==> config.mk <==
export PLATFORM = sky130hd
export DESIGN_NAME = cgp_fitness_eval
export DESIGN_NICKNAME = d
export VERILOG_FILES = /design/src/rtl/cgp_eval_pkg.sv /design/src/rtl/cgp_popcount.sv /design/src/rtl/cgp_fitness_eval.sv
export SDC_FILE = /design/constraint.sdc
export NUM_CORES = 1
export LEC_CHECK = 0
export CORE_UTILIZATION = 54
export DETAILED_ROUTE_END_ITERATION = 8
export HOLD_SLACK_MARGIN = 0.1
export PLACE_DENSITY = 0.83
export SLEW_MARGIN = 5
export SYNTH_ARGS = -nofsm -noshare
export SYNTH_HDL_FRONTEND = slang
export SYNTH_HIERARCHICAL = 1
export SYNTH_SLANG_ARGS = --single-unit
==> constraint.sdc <==
create_clock -name clk -period 5.8 [get_ports clk]
set_input_delay 0.87 -clock clk [delete_from_list [all_inputs] [get_ports clk]]
set_output_delay 0.87 -clock clk [all_outputs]
set_load 0.1 [all_outputs]
==> src/rtl/cgp_eval_pkg.sv <==
// Shared constants, FSM state type and golden reference function for the
// CGP fitness evaluator.
package cgp_eval_pkg;

  localparam int unsigned MODE_ADD = 0;
  localparam int unsigned MODE_MUL = 1;
  localparam int unsigned MODE_SUB = 2;

  typedef enum logic [1:0] {
    ST_IDLE,
    ST_DRIVE,
    ST_SAMPLE,
    ST_DONE
  } state_t;

  // Unsigned golden math at 32 bits; callers truncate to their output width,
  // which also gives the mod 2^OUT_W wrap for subtraction.
  function automatic logic [31:0] golden_result(input logic [31:0] a,
                                                input logic [31:0] b,
                                                input int unsigned mode);
    case (mode)
      MODE_ADD: return a + b;
      MODE_MUL: return a * b;
      MODE_SUB: return a - b;
      default:  return '0;
    endcase
  endfunction

endpackage

==> src/rtl/cgp_popcount.sv <==
// Combinational population count of a W-bit vector.
module cgp_popcount #(
  parameter  int unsigned W  = 4,
  localparam int unsigned CW = $clog2(W + 1)
) (
  input  logic [W-1:0]  bits,
  output logic [CW-1:0] count
);

  always_comb begin
    count = '0;
    for (int unsigned i = 0; i < W; i++) begin
      count = count + CW'(bits[i]);
    end
  end

endmodule

==> src/rtl/cgp_fitness_eval.sv <==
// Sweeps every input vector of a candidate circuit, compares its outputs to a
// golden function and accumulates the Hamming distance.
module cgp_fitness_eval
  import cgp_eval_pkg::*;
#(
  parameter  int unsigned A_W        = 2,
  parameter  int unsigned B_W        = 2,
  parameter  int unsigned OUT_W      = 4,
  parameter  int unsigned MODE       = 0,
  parameter  int unsigned SETTLE     = 2,
  localparam int unsigned N_IN       = A_W + B_W,
  localparam int unsigned NVEC       = 2 ** N_IN,
  localparam int unsigned TOTAL_BITS = NVEC * OUT_W,
  localparam int unsigned ERR_W      = $clog2(TOTAL_BITS + 1)
) (
  input  logic             clk,
  input  logic             rst,
  input  logic             start,
  input  logic             abort,
  output logic [N_IN-1:0]  dut_in,
  input  logic [OUT_W-1:0] dut_out,
  output logic             busy,
  output logic             done,
  output logic [ERR_W-1:0] err_count,
  output logic             perfect,
  output logic             trivial
);

  localparam int unsigned SC_W = $clog2(SETTLE + 1);
  localparam int unsigned PC_W = $clog2(OUT_W + 1);

  state_t            state, state_nxt;
  logic [N_IN-1:0]   vec;
  logic [SC_W-1:0]   settle;
  logic [OUT_W-1:0]  expected;
  logic [OUT_W-1:0]  miss;
  logic [PC_W-1:0]   miss_cnt;
  logic [ERR_W-1:0]  err_next;
  logic              settle_last;
  logic              vec_last;

  assign dut_in      = vec;
  assign busy        = (state == ST_DRIVE) || (state == ST_SAMPLE);
  assign done        = (state == ST_DONE);
  assign settle_last = (settle == SC_W'(SETTLE - 1));
  assign vec_last    = (vec == '1);

  assign expected = OUT_W'(golden_result(32'(vec[A_W-1:0]),
                                         32'(vec[N_IN-1:A_W]), MODE));

  // Case-inequality per bit: an X/Z output bit scores as a mismatch in
  // simulation and reduces to a plain XOR in hardware.
  always_comb begin
    miss = '0;
    for (int unsigned i = 0; i < OUT_W; i++) begin
      miss[i] = (dut_out[i] !== expected[i]);
    end
  end

  cgp_popcount #(.W(OUT_W)) u_popcount (
    .bits  (miss),
    .count (miss_cnt)
  );

  assign err_next = err_count + ERR_W'(miss_cnt);

  always_ff @(posedge clk) begin
    if (rst) state <= ST_IDLE;
    else     state <= state_nxt;
  end

  always_comb begin
    state_nxt = state;
    case (state)
      ST_IDLE:   if (start) state_nxt = ST_DRIVE;
      ST_DRIVE: begin
        if (abort)            state_nxt = ST_IDLE;
        else if (settle_last) state_nxt = ST_SAMPLE;
      end
      ST_SAMPLE: begin
        if (abort)         state_nxt = ST_IDLE;
        else if (vec_last) state_nxt = ST_DONE;
        else               state_nxt = ST_DRIVE;
      end
      ST_DONE:   state_nxt = ST_IDLE;
      default:   state_nxt = ST_IDLE;
    endcase
  end

  always_ff @(posedge clk) begin
    if (rst) begin
      vec       <= '0;
      settle    <= '0;
      err_count <= '0;
      perfect   <= 1'b0;
      trivial   <= 1'b0;
    end else begin
      case (state)
        ST_IDLE: begin
          if (start) begin
            vec       <= '0;
            settle    <= '0;
            err_count <= '0;
            perfect   <= 1'b0;
            trivial   <= 1'b0;
          end
        end
        ST_DRIVE: begin
          if (abort) begin
            vec       <= '0;
            settle    <= '0;
            err_count <= '0;
          end else if (settle_last) begin
            settle <= '0;
          end else begin
            settle <= settle + SC_W'(1);
          end
        end
        ST_SAMPLE: begin
          if (abort) begin
            vec       <= '0;
            settle    <= '0;
            err_count <= '0;
          end else begin
            err_count <= err_next;
            // Flags come from the final sum so they are valid during DONE.
            if (vec_last) begin
              perfect <= (err_next == '0);
              trivial <= (err_next == ERR_W'(TOTAL_BITS / 2));
            end else begin
              vec <= vec + N_IN'(1);
            end
          end
        end
        default: ;
      endcase
    end
  end

endmodule

## Yosys cells after proc, flatten, opt, wreduce, memory -nomap -nowiden

Index checks and enable logic that the tools add are counted.

| storage, ports and cells | value |
|---|---|
| output and inout bits | 15 |
| word-level logic and storage cells | 67 |
| register bits | 17 |

| operators by class | value |
|---|---|
| reductions and logical operators | 10 |
| multiplexer cells | 27 |
| add/sub/neg operators | 7 |
| eq/ne operators | 17 |

Operators by type and width:

| kind | number |
|---|---|
| 7-bit 2-to-1 mux | 3 |
| 7-bit case mux with 3 select lines | 1 |
| 2-bit 2-to-1 mux | 9 |
| 4-bit 2-to-1 mux | 4 |
| 4-bit case mux with 3 select lines | 1 |
| 2-bit != test (second input constant) | 5 |
| 2-bit case mux with 4 select lines | 1 |
| 4-bit AND reduction | 2 |
| 7-bit by 3-bit adder with 7-bit output | 1 |
| 7-bit by 6-bit == test with 1-bit output (second input constant) | 1 |
| 7-bit zero test | 1 |
| 3-bit by 1-bit adder with 3-bit output | 2 |
| 3-bit != test (second input constant) | 2 |
| 2-bit case mux with 3 select lines | 1 |
| 3-bit AND reduction | 2 |
| 1-bit 2-to-1 mux | 5 |
| 4-bit by 1-bit adder with 4-bit output (second input constant) | 1 |
| 2-bit by 1-bit == test with 1-bit output (second input constant) | 2 |
| 2-bit == test (second input constant) | 2 |
| 4-bit == test (second input constant) | 1 |
| 1-bit case mux with 2 select lines | 2 |
| 2-bit by 2-bit adder with 3-bit output | 1 |
| 1-bit !== test | 3 |
| 3-bit nonzero test | 1 |
| 7 further kinds | 7 |

## Longest topological paths before layout

Gate-level depths: netlist of the first run.

| depth | value |
|---|---|
| depth after elaboration | 10 |
| mapped depth | 15 |

## Hierarchy

Netlist of the first run, hierarchy kept.

Modules (own cells, without submodules):

| module | times used | seq. area each (um^2) | cells each | area each (um^2) |
|---|---|---|---|---|
| cgp_fitness_eval | 1 | 340.3 | 124 | 1078.5 |
| cgp_popcount | 1 | 0.0 | 8 | 63.8 |

## Worst setup path before layout of the first run

No wires, ideal clock.

| path | value |
|---|---|
| path type | register to register |
| start point | register vec[2] (netlist: dut_in[2]) |
| end point | register err_count[6] |
| buffers on the path | 0 |
| path slack | 1.485 ns |
| arrival | 4.245 ns |
| cell stages (with the launch flop) | 15 |
| data required time | 5.729 ns |
| setup time | 0.071 ns |
| cells stage by stage | dfxtp_1 -> ha_1 -> fa_1 -> xor2_1 -> inv_1 -> fa_1 -> inv_1 -> ha_1 -> ha_1 -> inv_1 -> fa_1 -> nor2b_1 -> o2111ai_1 -> or3_1 -> a21oi_1 |

| on the way | value |
|---|---|
| longest elaborated chain between the ends | 8 |
| elaborated cells between the ends (all ways) | 10 |
| those cells by class | 5 x add/sub; 3 x eq/ne; 2 x mux |

RTL lines:

| what | RTL line | RTL |
|---|---|---|
| start, declared | cgp_fitness_eval.sv:33 | `logic [N_IN-1:0] vec;` |
| start signal, assigned | cgp_fitness_eval.sv:131 | `vec <= vec + N_IN'(1);` |
| 2-bit by 2-bit adder with 3-bit output | cgp_eval_pkg.sv:22 | `MODE_ADD: return a + b;` |
| 1-bit !== test | cgp_fitness_eval.sv:56 | `miss[i] = (dut_out[i] !== expected[i]);` |
| via miss[1] | cgp_fitness_eval.sv:36 | `logic [OUT_W-1:0] miss;` |
| 1-bit by 1-bit adder with 2-bit output | cgp_popcount.sv:13 | `count = count + CW'(bits[i]);` |
| 3-bit by 1-bit adder with 3-bit output (2 in series) | cgp_popcount.sv:13 |  |
| via miss_cnt[1] | cgp_fitness_eval.sv:37 | `logic [PC_W-1:0] miss_cnt;` |
| 7-bit by 3-bit adder with 7-bit output | cgp_fitness_eval.sv:65 | `assign err_next = err_count + ERR_W'(miss_cnt);` |
| 7-bit 2-to-1 mux | cgp_fitness_eval.sv:120 | `if (abort) begin` |
| 7-bit case mux with 3 select lines | cgp_fitness_eval.sv:98 | `case (state)` |
| end signal, assigned | cgp_fitness_eval.sv:125 | `err_count <= err_next;` |
| end, declared | cgp_fitness_eval.sv:24 | `output logic [ERR_W-1:0] err_count,` |

The timed path passes the listed nets, and every way through them passes these cells.
A chain may end at the register's enable or synchronous reset.

## Worst setup path after layout of the first run

| path | value |
|---|---|
| start point | register vec[2] (netlist: dut_in[2]) |
| end point | register perfect |

| on the way | value |
|---|---|
| longest elaborated chain between the ends | 10 |
| elaborated cells between the ends (all ways) | 15 |
| those cells by class | 5 x add/sub; 5 x eq/ne; 3 x mux; 2 x reduce/logical |

RTL lines:

| what | RTL line | RTL |
|---|---|---|
| 2-bit by 2-bit adder with 3-bit output | cgp_eval_pkg.sv:22 |  |
| 1-bit !== test | cgp_fitness_eval.sv:56 |  |
| via miss[1] | cgp_fitness_eval.sv:36 |  |
| 1-bit by 1-bit adder with 2-bit output | cgp_popcount.sv:13 |  |
| 3-bit by 1-bit adder with 3-bit output (2 in series) | cgp_popcount.sv:13 |  |
| via miss_cnt[1] | cgp_fitness_eval.sv:37 |  |
| 7-bit by 3-bit adder with 7-bit output | cgp_fitness_eval.sv:65 |  |
| 7-bit zero test | cgp_fitness_eval.sv:128 | `perfect <= (err_next == '0);` |
| 1-bit 2-to-1 mux | cgp_fitness_eval.sv:127 | `if (vec_last) begin` |
| 1-bit 2-to-1 mux | cgp_fitness_eval.sv:120 |  |
| 1-bit case mux with 2 select lines | cgp_fitness_eval.sv:98 |  |
| end signal, assigned | cgp_fitness_eval.sv:128 |  |
| end, declared | cgp_fitness_eval.sv:25 | `output logic perfect,` |

The timed path passes the listed nets, and every way through them passes these cells. The select of a mux whose other input is x is not followed.

==> flow_summary.ini, run 1 <==
[sta]
timing.final.max_slew_violations = 0
max_freq_mhz = 260
worst_pin_slew_ns = 0.978
setup_viol = 0
slew_headroom = 0.346
fin_crit_sh = 0.663
period_needed_ns = 3.85
skew_ns = 0.0103
tns_ns = 0
rsz0062_at_grt = no
hold_viol = 0

[worst_setup_path]
path_cells = ha_1, fa_1, xor2_1, inv_1, fa_1, inv_1, ha_1, ha_1, inv_1, fa_1, nor2b_1, o2111ai_1, xor2_1, nand4_1, o32ai_2
cp-start-kind = register
cpMaxStageDelayCell = fa_1
crit_fanout = 6
cp.required_ns = 6.01
path_delay_family = adder cells
cp_num_cells = 15
crit_path_start = dut_in[2]
r2r_end = perfect
setup.worst_path.end_class = register
reg2reg_from = dut_in[2]
crit_end = perfect
path_class = reg2reg
reg2reg_slack_ns = 1.95
arrival_ns = 4.06
critPathMaxStageDelay_ns = 0.51
r2r_cells = 15
path_buf_inv = 3

[yosys]
synth_top_area_share = 0.298
synth_seq_cells = 17
synth_compound_area_frac = 0.147
synth_top_cell_by_area = dfxtp_1
synth_edf_count = 0
synth_common_cells = dfxtp_1 (17), inv_1 (13), a21oi_1 (12)
synth.most_common_cell = dfxtp_1
synth_nets = 154
synth_xor_area_frac = 0.0767
yosys_warnings = 6
yosysSeqAreaShare = 0.298
synth-simple-area-share = 0.231
async_reset_ff_frac = 0
yosys.area_share.adder = 0.173
syn-cell-area_um2 = 1140
yosys.cell_types.count = 37
avgSynthCellArea_um2 = 8.65
synthMuxAreaShare = 0.00876
synth_cells = 132
synth_flop_cell = dfxtp_1
synth_top_family_by_area = simple AND/OR/NAND/NOR gates
ys_top_cells_by_area = dfxtp_1 (30%), ha_1 (12%), xor2_1 (6.1%)

[floorplan]
die_w_um = 48.0
die_area_um2 = 2300
ios = 23
die_y_um = 48.0
start_util = 0.576
core.rowCount = 16
coreArea_um2 = 1980

[outcome]
status = complete, no violations

[finish]
seq_area_um2 = 340
multi_input_area_um2 = 727
antenna_cells = 0
fill_cells = 157
fin_nets = 177
area_growth_pct = 22.2
instances_no_fill = 181
layout-drive-gt1-share = 0.0519

[clocking]
worstSkewPairLatency_ns = 0.29
cts_tree = built
cts_hold_buf = 0
cts_buffers = 3
clock_sinks = 17
htree_levels = 1
clock-root-buffer = clkbuf_4
post-cts-setup-buffers = 0
clk_pin_slew_ns = 0.11
postCtsResizedCells = 0
cts_buffer_depth = 2

[route]
wire_per_inst_um = 13.1
drt_pre_antenna_iters = 4
drcViolationCount = 0
num_vias = 978
viasPerCell = 5.40
totalWireLength_um = 2370
drtAntennaViolNets = 0
drtIter0Drc = 11

[power_and_ir_drop]
pwr_density_cell_nw_per_um2 = 203
ir_worst_vdd_mv = 0.151
leakagePower_nw = 0.574

[global_routing]
grt_usage = 0.224
grt_pass1_wl_um = 3560
antenna_found_initial = 0
grt_remaining_overflow = 0
grt_pass1_vias = 941
grt_start_max_net_pins = 18

[placed_design]
place_inst = 177
routabilityCongestion = 0.770
io_buffers = 22
hpwl_um = 1810

[job]
drv_cap = 0

[min_path]
min_path_type = reg2reg
## layout make-up
| cell class | count | share of cell area |
|---|---|---|
| Timing Repair Buffer | 22 | 0.158 |
| Clock buffer | 4 | 0.0188 |
| Multi-Input combinational cell | 98 | 0.521 |
| Tap cell | 27 | 0.0242 |
| Inverter | 13 | 0.0349 |
| Sequential cell | 17 | 0.244 |
## per-stage QoR
| stage | utilization | power, mW | setup slack (ns) | hold WS, ns | area (µm²) |
|---|---|---|---|---|---|
| 3_3_place_gp | 0.691 | 0.217 | 1.83 | 0.436 | 1370 |
| 5_1_grt | 0.705 | 0.299 | 1.62 | 0.502 | 1400 |
| 2_1_floorplan | - | 0.200 | 1.48 | 0.424 | 1140 |
| 6_report | 0.705 | 0.284 | 1.95 | 0.453 | 1400 |
| 4_1_cts | 0.705 | 0.284 | 1.94 | 0.458 | 1400 |
| 3_5_place_dp | 0.691 | 0.221 | 1.70 | 0.443 | 1370 |
## layer usage
layer  vias to the layer above  GRT usage  share of wire
li1                        500          -              -
met4                         0      0.133         0.0055
met5                         -          0              0
met1                       449      0.257           0.48
met3                         2     0.0528          0.044
met2                        27      0.376           0.47
## power by group
group / leakage (nW) / switching (mW) / internal (mW) / total [mW]
registers: 0.137 / 0.00328 / 0.120 / 0.123
logic: 0.422 / 0.0620 / 0.0333 / 0.0953
clock network: 0.0150 / 0.0388 / 0.0267 / 0.0655
## worst min path at each step
| stage | slack (ns) | endpoint | startpoint | cells past startpoint |
|---|---|---|---|---|
| 2_1_floorplan | 0.42 | settle[1] | settle[1] | 2 |
| 3_3_place_gp | 0.44 | settle[1] | settle[1] | 2 |
| 3_5_place_dp | 0.44 | settle[1] | settle[1] | 2 |
| 4_1_cts | 0.46 | settle[1] | settle[1] | 2 |
| 5_1_grt | 0.50 | settle[1] | settle[1] | 2 |
| 6_report | 0.45 | settle[1] | settle[1] | 2 |
## sequential cells by signal (all words and copies together) (netlist names)
signal,flops
err_count,7
dut_in,4
settle,2
state,2
perfect,1
trivial,1
## cells by family after synthesis
| kind of cell | after synthesis |
|---|---|
| AND/OR/NAND/NOR | 47 |
| adder cells (fa/ha/maj) | 14 |
| XOR/XNOR | 10 |
| multiplexers | 1 |
| buffers and inverters | 17 |
| AO/OA/AOI/OAI | 26 |
| flip-flops | 17 |
## worst register-to-register path, stage by stage (launching register included)
cell and delay, ns:
dfxtp_1 0.46, ha_1 0.21, fa_1 0.43, xor2_1 0.17, inv_1 0.07, fa_1 0.51, inv_1 0.05, ha_1 0.18
ha_1 0.30, inv_1 0.06, fa_1 0.43, nor2b_1 0.19, o2111ai_1 0.19, xor2_1 0.17, nand4_1 0.15, o32ai_2 0.22
## placed cells by master (no fill, tap or decap), drive strengths merged
cell and count:
nor3 3, fa 3, ha 11, o2111ai 1, nor2 11, and3 2, nor4 1, and2 1
o22ai 1, a211o 1, a21o 1, nand4 3, a21oi 12, xor2 8, nand3 5, inv 13
a2bb2oi 1, or2b 1, nand2 8, nand2b 7, o21ai 4, clkbuf 4, xnor2 2, or3 1
o32ai 2, a22oi 2, nor2b 4, mux2i 1, dfxtp 17, clkdlybuf4s50 22, o31ai 1
Power figures use the tool's default switching activity.
==> run 2, diff against run 1 <==
Settings changed: CORE_UTILIZATION 54 to 50, PLACE_DENSITY 0.83 to 0.78.
Clock period 5.8 ns to 3.9 ns, I/O delays scaled along.
==> run 2 against run 1 <==
Compared with the run above:
- utilization is 4.1 points higher
- clock skew fell by 0.0051 ns
- sequential share of layout area down 1.6 points
- flip-flop and latch count unchanged
- maximum frequency is 3.3% higher
- critical path depth is 1 higher
- worst setup slack got worse by 1.8 ns
- global-route usage shrank 1.6 points
- combinational power grew 73%
- largest cell class unchanged
==> flow_summary.ini, run 2 (synthesized netlist as in run 1, its figures left out) <==
[outcome]
status = complete, no violations

[clocking]
clk_pin_slew_ns = 0.10
clock_sinks = 17
htree_levels = 1
clock-root-buffer = clkbuf_4
cts_hold_buf = 0
cts_buffers = 3
worstSkewPairLatency_ns = 0.30
cts_tree = built
cts_buffer_depth = 2

[worst_setup_path]
setup.worst_path.end_class = register
arrival_ns = 3.94
crit_fanout = 4
cp.required_ns = 4.11
cp-start-kind = register
path_class = reg2reg

[placed_design]
placed_cell_area_um2 = 1380
hpwl_um = 1860
place_inst = 177
io_buffers = 22
routabilityCongestion = 0.811

[floorplan]
die_y_um = 49.8
die_area_um2 = 2480
start_util = 0.554
ios = 23
coreArea_um2 = 2060
core.rowCount = 16
die_w_um = 49.8

[global_routing]
grt_start_max_net_pins = 18
antenna_found_initial = 0
grt_usage = 0.208
grt_pass1_wl_um = 4010
grt_pass1_vias = 951
grt_remaining_overflow = 0

[sta]
period_needed_ns = 3.73
slew_headroom = 0.351
worst_pin_slew_ns = 0.971
skew_ns = 0.00514
timing.final.max_slew_violations = 0
max_freq_mhz = 268
hold_viol = 0
fin_crit_sh = 0.955
setup_viol = 0
hold_ws_ns = 0.458
tns_ns = 0

[finish]
layout-drive-gt1-share = 0.174
area_growth_pct = 34.6
instances_no_fill = 188
fin_nets = 184
antenna_cells = 0
layout_common_cells = clkdlybuf4s50_1 (22), dfxtp_1 (13), inv_1 (12), a21oi_1 (12), nor2_1 (11)
fill_cells = 156
top_register = err_count
final_common_cell = clkdlybuf4s50_1
largest_reg_flops = 7
final_area_um2 = 1540

[power_and_ir_drop]
pwr_density_cell_nw_per_um2 = 290
ir_worst_vdd_mv = 0.245
leakagePower_nw = 0.608
fin_total_pwr_mw = 0.446

[route]
num_vias = 1043
viasPerCell = 5.55
drtAntennaViolNets = 0
drtIter0Drc = 27
drcViolationCount = 0
drt_pre_antenna_iters = 5
totalWireLength_um = 2650
wire_per_inst_um = 14.1

[min_path]
min_path_type = reg2reg

[job]
drv_cap = 0
==> run 2: power breakdown <==
part	internal (mW)	total, mW	switching [mW]
clock network	0.0383	0.0989	0.0605
logic	0.0641	0.165	0.100
registers	0.178	0.183	0.00475
total	0.280	0.446	0.166
==> run 2: repair_timing <==
item	CTS	global route
resized for setup	0	15
endpoints found under the setup margin	0	4
buffers inserted	0	7
==> run 2: final timing paths <==
kind,start,endpoint,slack [ns],depth (start not counted)
worst min register to register,settle[1],settle[1],0.46,2
worst min-delay path,settle[1],settle[1],0.46,2
worst max register to register,dut_in[2],trivial,0.17,16
worst max-delay path,dut_in[2],trivial,0.17,16
==> run 2: area by class of cell <==
cell class              count  area [µm²]  area share
flip-flops and latches     17         350       0.228
repair buffers             29         273       0.177
multi-input cells          98         805       0.523
inverters                  13        48.8      0.0317
clock inverters             1        5.00     0.00325
well taps                  27        33.8      0.0220
clock buffers               3        22.5      0.0146
==> run 2: per-layer routing <==
| metal | GRT usage | wire length, µm |
|---|---|---|
| met3 | 0.0370 | 87 |
| met2 | 0.363 | 1370 |
| met5 | 0 | 0 |
| met1 | 0.253 | 1150 |
| met4 | 0.0762 | 41 |
==> run 2: metrics by stage <==
step | util | setup slack [ns]
after global routing | 0.746 | -0.0111
after detailed placement | 0.668 | 0.108
after global placement | 0.668 | 0.196
final | 0.746 | 0.175
after floorplan | - | 0.00144
after CTS | 0.681 | 0.0781
==> run 2: critical path: stages (launching register included) <==
cell	delay [ns]
dfxtp_4	0.38
ha_4	0.16
fa_1	0.56
xor2_1	0.15
inv_1	0.07
fa_1	0.50
inv_1	0.06
ha_4	0.16
ha_4	0.26
inv_1	0.05
fa_2	0.37
nor2b_4	0.16
o2111ai_4	0.15
xor2_1	0.17
nand4_1	0.16
buf_4	0.17
o32ai_1	0.10
